===== config.mk =====
export PLATFORM = sky130hd
export DESIGN_NAME = sram_req_arbiter
export DESIGN_NICKNAME = d
export VERILOG_FILES = /design/src/rtl/sram_req_arbiter_pkg.sv /design/src/rtl/sram_tag_fifo.sv /design/src/rtl/sram_req_arbiter.sv
export SDC_FILE = /design/constraint.sdc
export NUM_CORES = 1
export LEC_CHECK = 0
export BUFFER_PORTS_ARGS = -buffer_cell sky130_fd_sc_hd__buf_2
export CAP_MARGIN = 20
export CORE_AREA = 2 2 124 126
export DETAILED_ROUTE_END_ITERATION = 12
export DIE_AREA = 0 0 126 128
export GPL_TIMING_DRIVEN = 0
export HOLD_SLACK_MARGIN = 0.15
export PLACE_DENSITY = 0.55
export SYNTH_ARGS = -nofsm -noshare
export SYNTH_HDL_FRONTEND = slang
export SYNTH_SLANG_ARGS = --single-unit

===== constraint.sdc =====
create_clock -name clk -period 2.4 [get_ports clk]
set_clock_uncertainty 0.2 [all_clocks]
set_input_delay 0.36 -clock clk [delete_from_list [all_inputs] [get_ports clk]]
set_output_delay 0.36 -clock clk [all_outputs]
set_load 0.01 [all_outputs]

===== src/rtl/sram_req_arbiter_pkg.sv =====
// Shared definitions for the two-master sram-like request arbiter.
// Source IDs, sram-like field widths and the default outstanding depth.
package sram_req_arbiter_pkg;

  localparam logic SRC_INST = 1'b0;
  localparam logic SRC_DATA = 1'b1;

  localparam int SIZE_W  = 2;
  localparam int STRB_W  = 4;
  localparam int ADDR_W  = 32;
  localparam int DATA_W  = 32;

  localparam int OT_DEPTH_DEF = 4;
  localparam int OT_AW_DEF    = 2;

endpackage


===== src/rtl/sram_tag_fifo.sv =====
// 1-bit-wide in-order tag FIFO holding the source ID of every accepted,
// not-yet-answered request. Pointers wrap naturally (DEPTH is a power of two).
module sram_tag_fifo #(
  parameter int DEPTH = 4,
  parameter int AW    = 2
) (
  input  logic        clk,
  input  logic        rst_n,
  input  logic        push,
  input  logic        pop,
  input  logic        din,
  output logic        dout,
  output logic        full,
  output logic        empty,
  output logic [AW:0] count
);

  logic [DEPTH-1:0] r_mem;
  logic [AW-1:0]    r_wptr;
  logic [AW-1:0]    r_rptr;
  logic [AW:0]      r_cnt;
  logic             w_do_push;
  logic             w_do_pop;

  assign full      = (r_cnt == (AW+1)'(DEPTH));
  assign empty     = (r_cnt == '0);
  assign count     = r_cnt;
  assign dout      = r_mem[r_rptr];
  assign w_do_push = push && !full;
  assign w_do_pop  = pop && !empty;

  // Tag storage: write the pushed source ID at the write pointer
  always_ff @(posedge clk or negedge rst_n) begin
    if (!rst_n) begin
      r_mem <= '0;
    end else if (w_do_push) begin
      r_mem[r_wptr] <= din;
    end
  end

  // Pointer and occupancy update; push+pop leaves the count unchanged
  always_ff @(posedge clk or negedge rst_n) begin
    if (!rst_n) begin
      r_wptr <= '0;
      r_rptr <= '0;
      r_cnt  <= '0;
    end else begin
      if (w_do_push) r_wptr <= r_wptr + 1'b1;
      if (w_do_pop)  r_rptr <= r_rptr + 1'b1;
      case ({w_do_push, w_do_pop})
        2'b10:   r_cnt <= r_cnt + 1'b1;
        2'b01:   r_cnt <= r_cnt - 1'b1;
        default: r_cnt <= r_cnt;
      endcase
    end
  end

endmodule


===== src/rtl/sram_req_arbiter.sv =====
// Two-master sram-like arbiter: IF and EXE share one downstream port.
// Requests pass through combinationally; responses are steered back using
// an in-order tag FIFO. Optional macro ARB_RR_EN switches the
// both-requesting tie-break from fixed data-over-inst to round-robin.
module sram_req_arbiter
  import sram_req_arbiter_pkg::*;
#(
  parameter int OT_DEPTH = OT_DEPTH_DEF,
  parameter int OT_AW    = OT_AW_DEF
) (
  input  logic              clk,
  input  logic              resetn,

  input  logic              inst_sram_req,
  input  logic              inst_sram_wr,
  input  logic [SIZE_W-1:0] inst_sram_size,
  input  logic [STRB_W-1:0] inst_sram_wstrb,
  input  logic [ADDR_W-1:0] inst_sram_addr,
  input  logic [DATA_W-1:0] inst_sram_wdata,
  output logic              inst_sram_addr_ok,
  output logic              inst_sram_data_ok,
  output logic [DATA_W-1:0] inst_sram_rdata,

  input  logic              data_sram_req,
  input  logic              data_sram_wr,
  input  logic [SIZE_W-1:0] data_sram_size,
  input  logic [STRB_W-1:0] data_sram_wstrb,
  input  logic [ADDR_W-1:0] data_sram_addr,
  input  logic [DATA_W-1:0] data_sram_wdata,
  output logic              data_sram_addr_ok,
  output logic              data_sram_data_ok,
  output logic [DATA_W-1:0] data_sram_rdata,

  output logic              mem_req,
  output logic              mem_wr,
  output logic [SIZE_W-1:0] mem_size,
  output logic [STRB_W-1:0] mem_wstrb,
  output logic [ADDR_W-1:0] mem_addr,
  output logic [DATA_W-1:0] mem_wdata,
  input  logic              mem_addr_ok,
  input  logic              mem_data_ok,
  input  logic [DATA_W-1:0] mem_rdata,

  output logic [OT_AW:0]    ot_cnt,
  output logic              resp_err
);

  logic r_lock;
  logic r_lock_src;
  logic r_resp_err;

  logic w_full;
  logic w_empty;
  logic w_head;
  logic w_lock_req;
  logic w_gnt_req;
  logic w_gnt_src;
  logic w_push;
  logic w_pop;
  logic w_inst_dok;
  logic w_data_dok;

`ifdef ARB_RR_EN
  logic r_rr_last;
`endif

  // A lock only holds while the locked master keeps its request up, so an
  // exception-driven cancel on EXE falls straight through to re-arbitration.
  assign w_lock_req = (r_lock_src == SRC_DATA) ? data_sram_req : inst_sram_req;

  // Grant select: full blocks everything, then lock, then tie-break
  always_comb begin
    w_gnt_req = 1'b0;
    w_gnt_src = SRC_INST;
    if (!w_full) begin
      if (r_lock && w_lock_req) begin
        w_gnt_req = 1'b1;
        w_gnt_src = r_lock_src;
      end else if (data_sram_req && inst_sram_req) begin
        w_gnt_req = 1'b1;
`ifdef ARB_RR_EN
        w_gnt_src = ~r_rr_last;
`else
        w_gnt_src = SRC_DATA;
`endif
      end else if (data_sram_req) begin
        w_gnt_req = 1'b1;
        w_gnt_src = SRC_DATA;
      end else if (inst_sram_req) begin
        w_gnt_req = 1'b1;
        w_gnt_src = SRC_INST;
      end
    end
  end

  // Forward the granted master's request fields downstream
  always_comb begin
    mem_req = w_gnt_req;
    if (w_gnt_src == SRC_DATA) begin
      mem_wr    = data_sram_wr;
      mem_size  = data_sram_size;
      mem_wstrb = data_sram_wstrb;
      mem_addr  = data_sram_addr;
      mem_wdata = data_sram_wdata;
    end else begin
      mem_wr    = inst_sram_wr;
      mem_size  = inst_sram_size;
      mem_wstrb = inst_sram_wstrb;
      mem_addr  = inst_sram_addr;
      mem_wdata = inst_sram_wdata;
    end
  end

  assign inst_sram_addr_ok = w_gnt_req && mem_addr_ok && (w_gnt_src == SRC_INST);
  assign data_sram_addr_ok = w_gnt_req && mem_addr_ok && (w_gnt_src == SRC_DATA);

  assign w_push = w_gnt_req && mem_addr_ok;
  assign w_pop  = mem_data_ok && !w_empty;

  assign w_inst_dok = w_pop && (w_head == SRC_INST);
  assign w_data_dok = w_pop && (w_head == SRC_DATA);

  assign inst_sram_data_ok = w_inst_dok;
  assign data_sram_data_ok = w_data_dok;
  assign inst_sram_rdata   = w_inst_dok ? mem_rdata : '0;
  assign data_sram_rdata   = w_data_dok ? mem_rdata : '0;
  assign resp_err          = r_resp_err;

  sram_tag_fifo #(
    .DEPTH (OT_DEPTH),
    .AW    (OT_AW)
  ) u_tag_fifo (
    .clk   (clk),
    .rst_n (resetn),
    .push  (w_push),
    .pop   (w_pop),
    .din   (w_gnt_src),
    .dout  (w_head),
    .full  (w_full),
    .empty (w_empty),
    .count (ot_cnt)
  );

  // Lock on a stalled request; any accept or an idle cycle releases it
  always_ff @(posedge clk or negedge resetn) begin
    if (!resetn) begin
      r_lock     <= 1'b0;
      r_lock_src <= SRC_INST;
    end else if (w_gnt_req && !mem_addr_ok) begin
      r_lock     <= 1'b1;
      r_lock_src <= w_gnt_src;
    end else begin
      r_lock     <= 1'b0;
    end
  end

  // Sticky flag for a response that arrives with nothing outstanding
  always_ff @(posedge clk or negedge resetn) begin
    if (!resetn) begin
      r_resp_err <= 1'b0;
    end else if (mem_data_ok && w_empty) begin
      r_resp_err <= 1'b1;
    end
  end

`ifdef ARB_RR_EN
  // Remember the last accepted source for the round-robin tie-break
  always_ff @(posedge clk or negedge resetn) begin
    if (!resetn) begin
      r_rr_last <= SRC_INST;
    end else if (w_push) begin
      r_rr_last <= w_gnt_src;
    end
  end
`endif

endmodule


==> impl_metrics.ini, run 1 <==
[status]
status = finished with violations
violations = negative setup slack

[worst_setup_path]
end_kind = output pin
cp_num_cells = 6
timing.rr.start = u_tag_fifo.count[0]
start_kind = flip-flop
crit_path_top_delay_cell = dfrtp_2
crit_path_cell_trace = or3b_4, nand3_4, buf_4, buf_8, mux2_2, buf_2
cp_max_fo = 10
crit_arrival_ns = 1.99
worstRegToRegCells = 9
timing.rr.end = u_tag_fifo.count[2]
slowest_delay_ns = 0.43
worstSetupEndpoint = mem_wdata[28]
crit_start = u_tag_fifo.count[1]
cp_top_family = simple AND/OR/NAND/NOR gates
worstSetupPathType = flip-flop to output pin
critical_path_required_ns = 1.84
r2r_setup_slack_ns = 0.05
critPathBufInv = 3

[yosys]
synth.net_count = 444
syn_avg_cell_area_sq_um = 8.647
synth_area_leader_cell = mux2_2
async_reset_ff_share_pct = 100.0
ys_seq_elements = 14
synth_cell_types = 33
synth_area_sq_um = 2231
synth_commonest_cells = mux2_2, nand2_1, nor2_1
ys_seq_area_share_pct = 15.70
synth_top_area_share_pct = 24.23
yosys-top-cells-area = mux2_2, dfrtp_1, mux2_4
yosysMostFrequentCell = mux2_2
synth_edf_count = 0
ys_warn_count = 0
synth_ff_type = dfrtp_1
synth_cells = 258

[sta]
finalSetupViolCount = 85
setup_slack_ns = -0.1464
rsz0062_at_grt = true
hold_viol_final = 0
timing.final.crit_share_pct = 106.1
whs_ns = 0.1857
clock.fmax_mhz = 392.7
post-route-min-period_ns = 2.546
relSlewSlack_pct = 60.61
tns_ns = -8.270
slew_violations = 0
worstMarginPinSlew_ns = 0.5886

[global_route]
grtUsageTotal_pct = 12.42
grt_pass1_wl_mm = 16.01
grt_max_degree = 15
grt_pass1_vias = 2886
antenna_found_initial = 0
grt_overflow = 0

[place]
io_buffers = 323
dpl.hpwl_mm = 9.637
finalWeightedCongestion = 0.7768
place_inst = 769
placed_area_sq_um = 4083
dp_slack_ns = -0.2883

[routing]
drc_errors = 0
dr.pass1.iters = 4
vias = 3205
totalWireLength_mm = 11.65
routedWlPerCell_microns = 14.65
viasPerCell = 4.031
ant_nets = 0
drtIter0Drc = 115

[pwr]
power.total_mw = 4.338
p_leak_nw = 2.829
ir_drop_mv = 0.2880
powerDensity_nw_per_um2 = 894.7

[final_layout]
fillCellCount = 1621
multiInputGateArea_sq_um = 1812
nets = 794
ff_latch_area_sq_um = 352.8
final_area_sq_um = 4848
final_util_pct = 32.62
stdcell_count = 795
antenna_cells = 0
syn_to_final_growth_pct = 117.3
layout-drive-gt1-share_pct = 76.28

[clocking]
insertion_delay_ns = 0.25
cts_made_buffers = 3
htreeDepth = 1
clkTransAtPathRegs_ns = 0.05
clock_sinks = 14
root_buffer = clkbuf_16
cts_tree = yes
cts_buffer_depth = 2

[die]
initial_core_util_pct = 15.01
rows = 45
io_pins = 324
die_h_microns = 128
die_w_microns = 126
die_area_sq_um = 16130
core-area_sq_um = 14860

[run]
max-cap-violations = 0

[worst_hold_path]
worstHoldPathType = primary input to flip-flop
whs_path_depth = 2
==> routing by layer <==
layer | track usage [%] | part of all wire, %
met2 | 21.60 | 51
met1 | 16.05 | 41
met3 | 2.755 | 7.1
met5 | 0 | 0
met4 | 1.939 | 0.58
==> cell usage in the layout, fill, tap and decap left out, drive strengths merged, types with 2 or more instances in the layout <==
cell type    instances
nor3                 3
inv                  8
ha                   5
mux2                72
o31ai                4
o21ai                4
and3                32
xnor2                3
dfrtp               14
clkbuf              10
buf                359
and2                 2
nor2                37
nand2               37
xor2                 3
dlygate4sd3          2
==> where the power goes <==
part           switching (mW)  total, mW  internal, mW
Combinational            1.68       3.54          1.86
Sequential             0.0906      0.448         0.358
Clock                  0.0990      0.352         0.253
==> layout make-up <==
| cell class | instances | share of cell area [%] |
|---|---|---|
| tap | 188 | 4.852 |
| multi-input combinational | 214 | 37.37 |
| sequential | 14 | 7.277 |
| inverter | 8 | 0.6194 |
| clock buffer | 4 | 1.832 |
| timing repair buffer | 346 | 42.92 |
| buffer | 21 | 5.135 |
==> sequential cells by signal, summed over array words and instances, names as in the netlist <==
name / count
u_tag_fifo.r_wptr: 2
u_tag_fifo.r_rptr: 2
r_lock: 1
resp_err: 1
r_lock_src: 1
u_tag_fifo.r_mem: 4
u_tag_fifo.count: 3
==> cell families after synthesis <==
family                     share of synthesized area [%]
xor gates and xnor gates                           2.356
AOI/OAI and AO/OA                                  3.646
buffers and inverters                              8.300
DFF                                                15.70
muxes                                              41.17
and+or+nand+nor                                    25.13
adders and majority gates                          3.702
==> worst register-to-register path: cells and delay by family (launching register included) <==
kind,cells,cell delay (ns)
DFF,1,0.43
and+or+nand+nor,3,0.65
xor gates and xnor gates,2,0.30
buffers and inverters,2,0.15
adders and majority gates,2,0.55
==> worst min path at each step <==
stage | startpoint | to
finish | mem_addr_ok | r_lock
CTS | mem_addr_ok | r_lock
floorplan | resetn | r_lock
global route | mem_addr_ok | r_lock
detailed placement | resetn | u_tag_fifo.count[2]
global placement | resetn | u_tag_fifo.count[2]
==> repair_timing <==
item                                    in CTS  in global routing
endpoints found under the setup margin     124                125
gates cloned                                 1                  3
resized for setup                           43                 76
hold buffers                                 2                  0
setup buffers                               10                  7
pin swaps                                    2                  6
hold endpoints to repair                    15                  0
Power figures use the tool's default switching activity.
==> inputs of run 2 (changes only) <==
ABC_AREA = 1   (was unset)
==> run 2 against run 1 <==
The flow now finishes without violations; die area is the same; utilization shrank 4.4 points; global-route usage shrank 0.52 points; sequential power shrank 2%; via count grew 16%; count of clock-buffer cells in the layout shrank 1; register-to-register slack gained 0.11 ns; first-iteration DRC count shrank 27%; critical path type unchanged; critical endpoint is now data_sram_rdata[11]; largest power group unchanged; highest routed layer unchanged.
==> impl_metrics.ini, run 2 <==
[sta]
clock.fmax_mhz = 440.6
finalSetupViolCount = 0
slew_violations = 0
whs_ns = 0.2165
hold_viol_final = 0
post-route-min-period_ns = 2.270
timing.final.crit_share_pct = 94.56
worstMarginPinSlew_ns = 0.4498
rsz0062_at_grt = false
relSlewSlack_pct = 70.01

[place]
finalWeightedCongestion = 0.8020
place_inst = 944
io_buffers = 323
dpl.hpwl_mm = 9.380

[worst_setup_path]
timing.rr.start = u_tag_fifo.count[1]
crit_path_top_delay_cell = dfrtp_1
worstRegToRegCells = 9
r2r_setup_slack_ns = 0.16
crit_path_cell_trace = nor2_4, nand2_1, nand2_4, buf_1, nor3_1, buf_2
slowest_delay_ns = 0.42
critPathBufInv = 2
cp_max_fo = 10
critical_path_required_ns = 1.84
cp_top_family = buffers and inverters
crit_arrival_ns = 1.71
timing.rr.end = u_tag_fifo.count[2]
end_kind = output pin
worstSetupPathType = flip-flop to output pin
start_kind = flip-flop

[die]
io_pins = 324
initial_core_util_pct = 14.41
die_h_microns = 128
rows = 45
core-area_sq_um = 14860
die_w_microns = 126
die_area_sq_um = 16130

[yosys]
synth_cells = 433
async_reset_ff_share_pct = 100.0
ys_warn_count = 0
synth_top_area_share_pct = 41.88
synth_commonest_cells = nand2_1, inv_1, nor2_1
synth.net_count = 619
syn_avg_cell_area_sq_um = 4.947
synth_edf_count = 0
synth_area_leader_cell = nand2_1
ys_seq_elements = 14
yosys-top-cells-area = nand2_1, dfrtp_1, inv_1
synth_cell_types = 25
ys_seq_area_share_pct = 16.36
yosysMostFrequentCell = nand2_1
synth_ff_type = dfrtp_1
synth_area_sq_um = 2142

[final_layout]
final_cell_mix = buf_2, nand2_1, inv_1
stdcell_count = 955
syn_to_final_growth_pct = 96.14
fillCellCount = 1728
final_util_pct = 28.27
regMostFlops = u_tag_fifo.r_mem
layout-drive-gt1-share_pct = 47.85
antenna_cells = 0
largest_reg_flops = 4
nets = 955
final_common_cell = buf_2

[routing]
dr.pass1.iters = 5
routedWlPerCell_microns = 11.25
viasPerCell = 3.885
drc_errors = 0
vias = 3710
ant_nets = 0
drtIter0Drc = 84
totalWireLength_mm = 10.74

[worst_hold_path]
worstHoldPathType = primary input to flip-flop
whs_path_depth = 2
min_to = resp_err
min_from = mem_data_ok

[global_route]
grt_pass1_wl_mm = 15.84
antenna_found_initial = 0
grt_pass1_vias = 3285
grt_max_degree = 15
grt_overflow = 0
grtUsageTotal_pct = 11.90

[clocking]
clock_sinks = 14
cts_buffer_depth = 2
root_buffer = clkbuf_16
htreeDepth = 1
cts_made_buffers = 3
insertion_delay_ns = 0.24
clkTransAtPathRegs_ns = 0.04
cts_tree = yes

[run]
max-cap-violations = 0

[pwr]
p_leak_nw = 2.889
power.total_mw = 3.627
ir_drop_mv = 0.2126
powerDensity_nw_per_um2 = 863.2

[status]
status = finished, final reports clean
run 2: routing by layer:
layer / part of all wire [%] / GRT usage (%)
met1: 37 / 12.79
met2: 53 / 23.66
met3: 8.6 / 1.878
met4: 1.3 / 3.620
met5: 0 / 0
run 2: worst max path at each step:
stage,depth (start not counted),end,slack [ns],from
global route,9,mem_addr[24],0.001,u_tag_fifo.count[1]
CTS,9,mem_addr[24],-0.04,u_tag_fifo.count[1]
global placement,9,u_tag_fifo.count[2],0.02,u_tag_fifo.count[1]
detailed placement,9,u_tag_fifo.count[2],-0.009,u_tag_fifo.count[1]
floorplan,9,u_tag_fifo.count[2],0.20,u_tag_fifo.count[1]
finish,6,data_sram_rdata[11],0.13,u_tag_fifo.count[1]
run 2: cell families (layout without fill, tap and decap cells):
| family | Yosys count | in the layout | share of synthesized area [%] |
|---|---|---|---|
| AOI/OAI and AO/OA | 6 | 6 | 1.577 |
| xor gates and xnor gates | 4 | 4 | 1.636 |
| adders and majority gates | 6 | 6 | 3.855 |
| buffers and inverters | 77 | 411 | 15.65 |
| DFF | 14 | 14 | 16.36 |
| and+or+nand+nor | 326 | 326 | 60.92 |
run 2: power breakdown:
| group | switching [mW] | internal, mW | total (mW) |
|---|---|---|---|
| combinational | 1.74 | 1.15 | 2.88 |
| sequential | 0.0885 | 0.349 | 0.438 |
| clock | 0.0874 | 0.217 | 0.305 |
run 2: layout make-up:
type                            count  area [sq um]  area share (%)
Buffer                             24         173.9           4.139
Clock buffer                        3         75.07           1.787
Inverter                           53         201.4           4.795
Multi-Input combinational cell    342          1486           35.38
Sequential cell                    14         350.3           8.338
Tap cell                          188         235.2           5.599
Timing Repair Buffer              331          1679           39.96
run 2: through the flow:
step / instance area (sq um) / worst slack, ns / TNS [ns]
3_3_place_gp: 3994 / 0.02428 / 0
6_report: 4202 / 0.1305 / 0
4_1_cts: 4101 / -0.04315 / -0.4350
3_5_place_dp: 3994 / -0.009187 / -0.009187
5_1_grt: 4202 / 0.0009600 / 0
2_1_floorplan: 2142 / 0.2009 / 0
run 2: worst reg2reg max path: stages (launching register included):
cell and delay, ns:
dfrtp_1 0.42, nor2_4 0.16, nand2_4 0.10, nand3_4 0.14, ha_1 0.17, inv_1 0.06, fa_1 0.38, or2_2 0.30
nand2_1 0.08, xor2_1 0.15
run 2: what timing repair did:
| item | CTS | global route |
|---|---|---|
| pin swaps | 0 | 1 |
| endpoints found under the setup margin | 48 | 124 |
| setup buffers | 2 | 5 |
| hold endpoints to repair | 14 | 0 |
| resized for setup | 2 | 24 |
| hold buffers | 1 | 0 |
==> inputs of run 3 (changes only) <==
CAP_MARGIN = unset   (was 20)
PLACE_DENSITY = 0.45   (was 0.55)
SKIP_CTS_REPAIR_TIMING = 1   (was unset)
==> run 3 against run 2 <==
Critical path depth is 3 higher; routed wire length is 0.31% lower; worst setup slack got worse by 0.039 ns; worst hold slack worse by 0.0020 ns; power is 0.62% lower; cell count shrank 0.52%; utilization decreased by 0.28 points; sequential share of layout area up 0.14 points; die area did not move; register-to-register slack better by 0.02 ns; count of clock-buffer cells in the layout increased by 1; global-route usage is 0.19 points lower; critical path type unchanged; critical endpoint is now mem_addr[23]; largest power group unchanged.
==> impl_metrics.ini, run 3 (synthesis gave the netlist of run 2 again) <==
[status]
status = finished, final reports clean

[worst_hold_path]
worstHoldPathType = primary input to flip-flop
min_from = mem_data_ok

[pwr]
comb_power_share_pct = 78.0
p_leak_nw = 2.868
ir_drop_mv = 0.3006
internal-power_mw = 1.703
p_seq_share_pct = 12.3
pwr-share-clk_pct = 9.7
switching_share_pct = 52.77
powerDensity_nw_per_um2 = 866.4
switchingPower_mw = 1.902

[routing]
totalWireLength_mm = 10.71
drc_errors = 0
viasPerCell = 3.832
routedWlPerCell_microns = 11.27
dr.pass1.iters = 4
ant_nets = 0
vias = 3640
drtIter0Drc = 110

[die]
die_area_sq_um = 16130
die_w_microns = 126
rows = 45
initial_core_util_pct = 14.41
die_h_microns = 128
io_pins = 324
core-area_sq_um = 14860

[worst_setup_path]
critPathBufInv = 4
critical_path_required_ns = 1.84
crit_path_top_delay_cell = dfrtp_2
crit_path_cell_trace = nor2_4, nand2_4, inv_2, nor2_4, inv_4, buf_4, nand2_1, nand2_1, buf_2
start_kind = flip-flop
crit_start = u_tag_fifo.count[1]
cp_max_fo = 10
end_kind = output pin
timing.rr.start = u_tag_fifo.count[1]
slowest_delay_ns = 0.43
crit_arrival_ns = 1.75
worstSetupPathType = flip-flop to output pin
cp_top_family = buffers and inverters

[sta]
timing.final.crit_share_pct = 96.18
relSlewSlack_pct = 70.62
post-route-min-period_ns = 2.308
worstMarginPinSlew_ns = 0.4406
clock.fmax_mhz = 433.2
rsz0062_at_grt = true
hold_viol_final = 0
slew_violations = 0
tns_ns = 0
finalSetupViolCount = 0
setup_slack_ns = 0.09172

[final_layout]
nets = 949
final_cell_mix = buf_2, nand2_1, inv_1
fillCellCount = 1746
largest_reg_flops = 4
layout-drive-gt1-share_pct = 47.77
syn_to_final_growth_pct = 94.22
antenna_cells = 0
regMostFlops = u_tag_fifo.r_mem
ff_latch_area_sq_um = 352.8
final_common_cell = buf_2
multiInputGateArea_sq_um = 1486

[clocking]
clock_sinks = 14
clkTransAtPathRegs_ns = 0.05
insertion_delay_ns = 0.24
cts_buffer_depth = 2
cts_made_buffers = 3
cts_tree = yes
htreeDepth = 1
root_buffer = clkbuf_16

[global_route]
grt_pass1_wl_mm = 15.59
grt_pass1_vias = 3226
grt_max_degree = 15
antenna_found_initial = 0
grtUsageTotal_pct = 11.71
grt_overflow = 0

[run]
max-cap-violations = 0

[place]
dpl.hpwl_mm = 9.281
dp_slack_ns = -0.002728
io_buffers = 323
finalWeightedCongestion = 0.7256
[run 3: cell types whose count changed in the layout (fill, tap and decap cells not counted), sizes merged]
| cell | before | now |
|---|---|---|
| buf | 344 | 342 |
| clkbuf | 13 | 10 |
[run 3: final cells by class]
cell class	count	area share (%)
Inverter	53	4.842
Clock buffer	4	2.135
Buffer	24	3.880
Timing Repair Buffer	325	39.28
Tap cell	188	5.654
Multi-Input combinational cell	342	35.73
Sequential cell	14	8.481
[run 3: worst paths after layout]
check                           slack [ns]                  end  cells after the start
worst min register to register        0.26             resp_err                      1
max in group asynchronous             1.38  u_tag_fifo.count[1]                      2
worst min-delay path                  0.21             resp_err                      2
worst max-delay path                  0.09         mem_addr[23]                      9
worst max register to register        0.18  u_tag_fifo.count[2]                      9
min in group asynchronous             0.36  u_tag_fifo.count[0]                      2
[run 3: power groups by stage]
| stage | logic (mW) | clock network (mW) | registers [mW] |
|---|---|---|---|
| floorplan | 1.62 | 0 | 0.434 |
| global placement | 2.81 | 0 | 0.437 |
| detailed placement | 2.76 | 0 | 0.437 |
| CTS | 2.78 | 0.357 | 0.434 |
| global route | 3.15 | 0.371 | 0.458 |
| finish | 2.81 | 0.350 | 0.445 |
[run 3: routing by layer]
metal | vias up | GRT usage [%] | wire, microns
li1 | 1941 | - | -
met4 | 0 | 2.586 | 118
met2 | 193 | 22.87 | 5625
met5 | - | 0 | 0
met3 | 6 | 1.711 | 899
met1 | 1500 | 13.38 | 4064
[run 3: through the flow]
| stage | util (%) | cells | instance area (sq um) | total power, mW | hold slack, ns |
|---|---|---|---|---|---|
| final | 27.99 | 950 | 4160 | 3.605 | 0.2145 |
| after global routing | 27.99 | 950 | 4160 | 3.981 | 0.2253 |
| after CTS | 27.47 | 948 | 4083 | 3.566 | -0.1841 |
| after detailed placement | 26.87 | 944 | 3994 | 3.201 | 0.07389 |
| after global placement | 26.87 | 944 | 3994 | 3.243 | 0.08256 |
| after floorplan | - | 433 | 2142 | 2.051 | -0.1356 |
[run 3: worst register-to-register path, stage by stage (launching register included)]
cell	delay [ns]
dfrtp_2	0.43
nor2_4	0.16
nand2_4	0.11
nand3_4	0.14
ha_1	0.17
inv_1	0.06
fa_1	0.37
or2_2	0.30
nand2_1	0.08
xor2_1	0.14
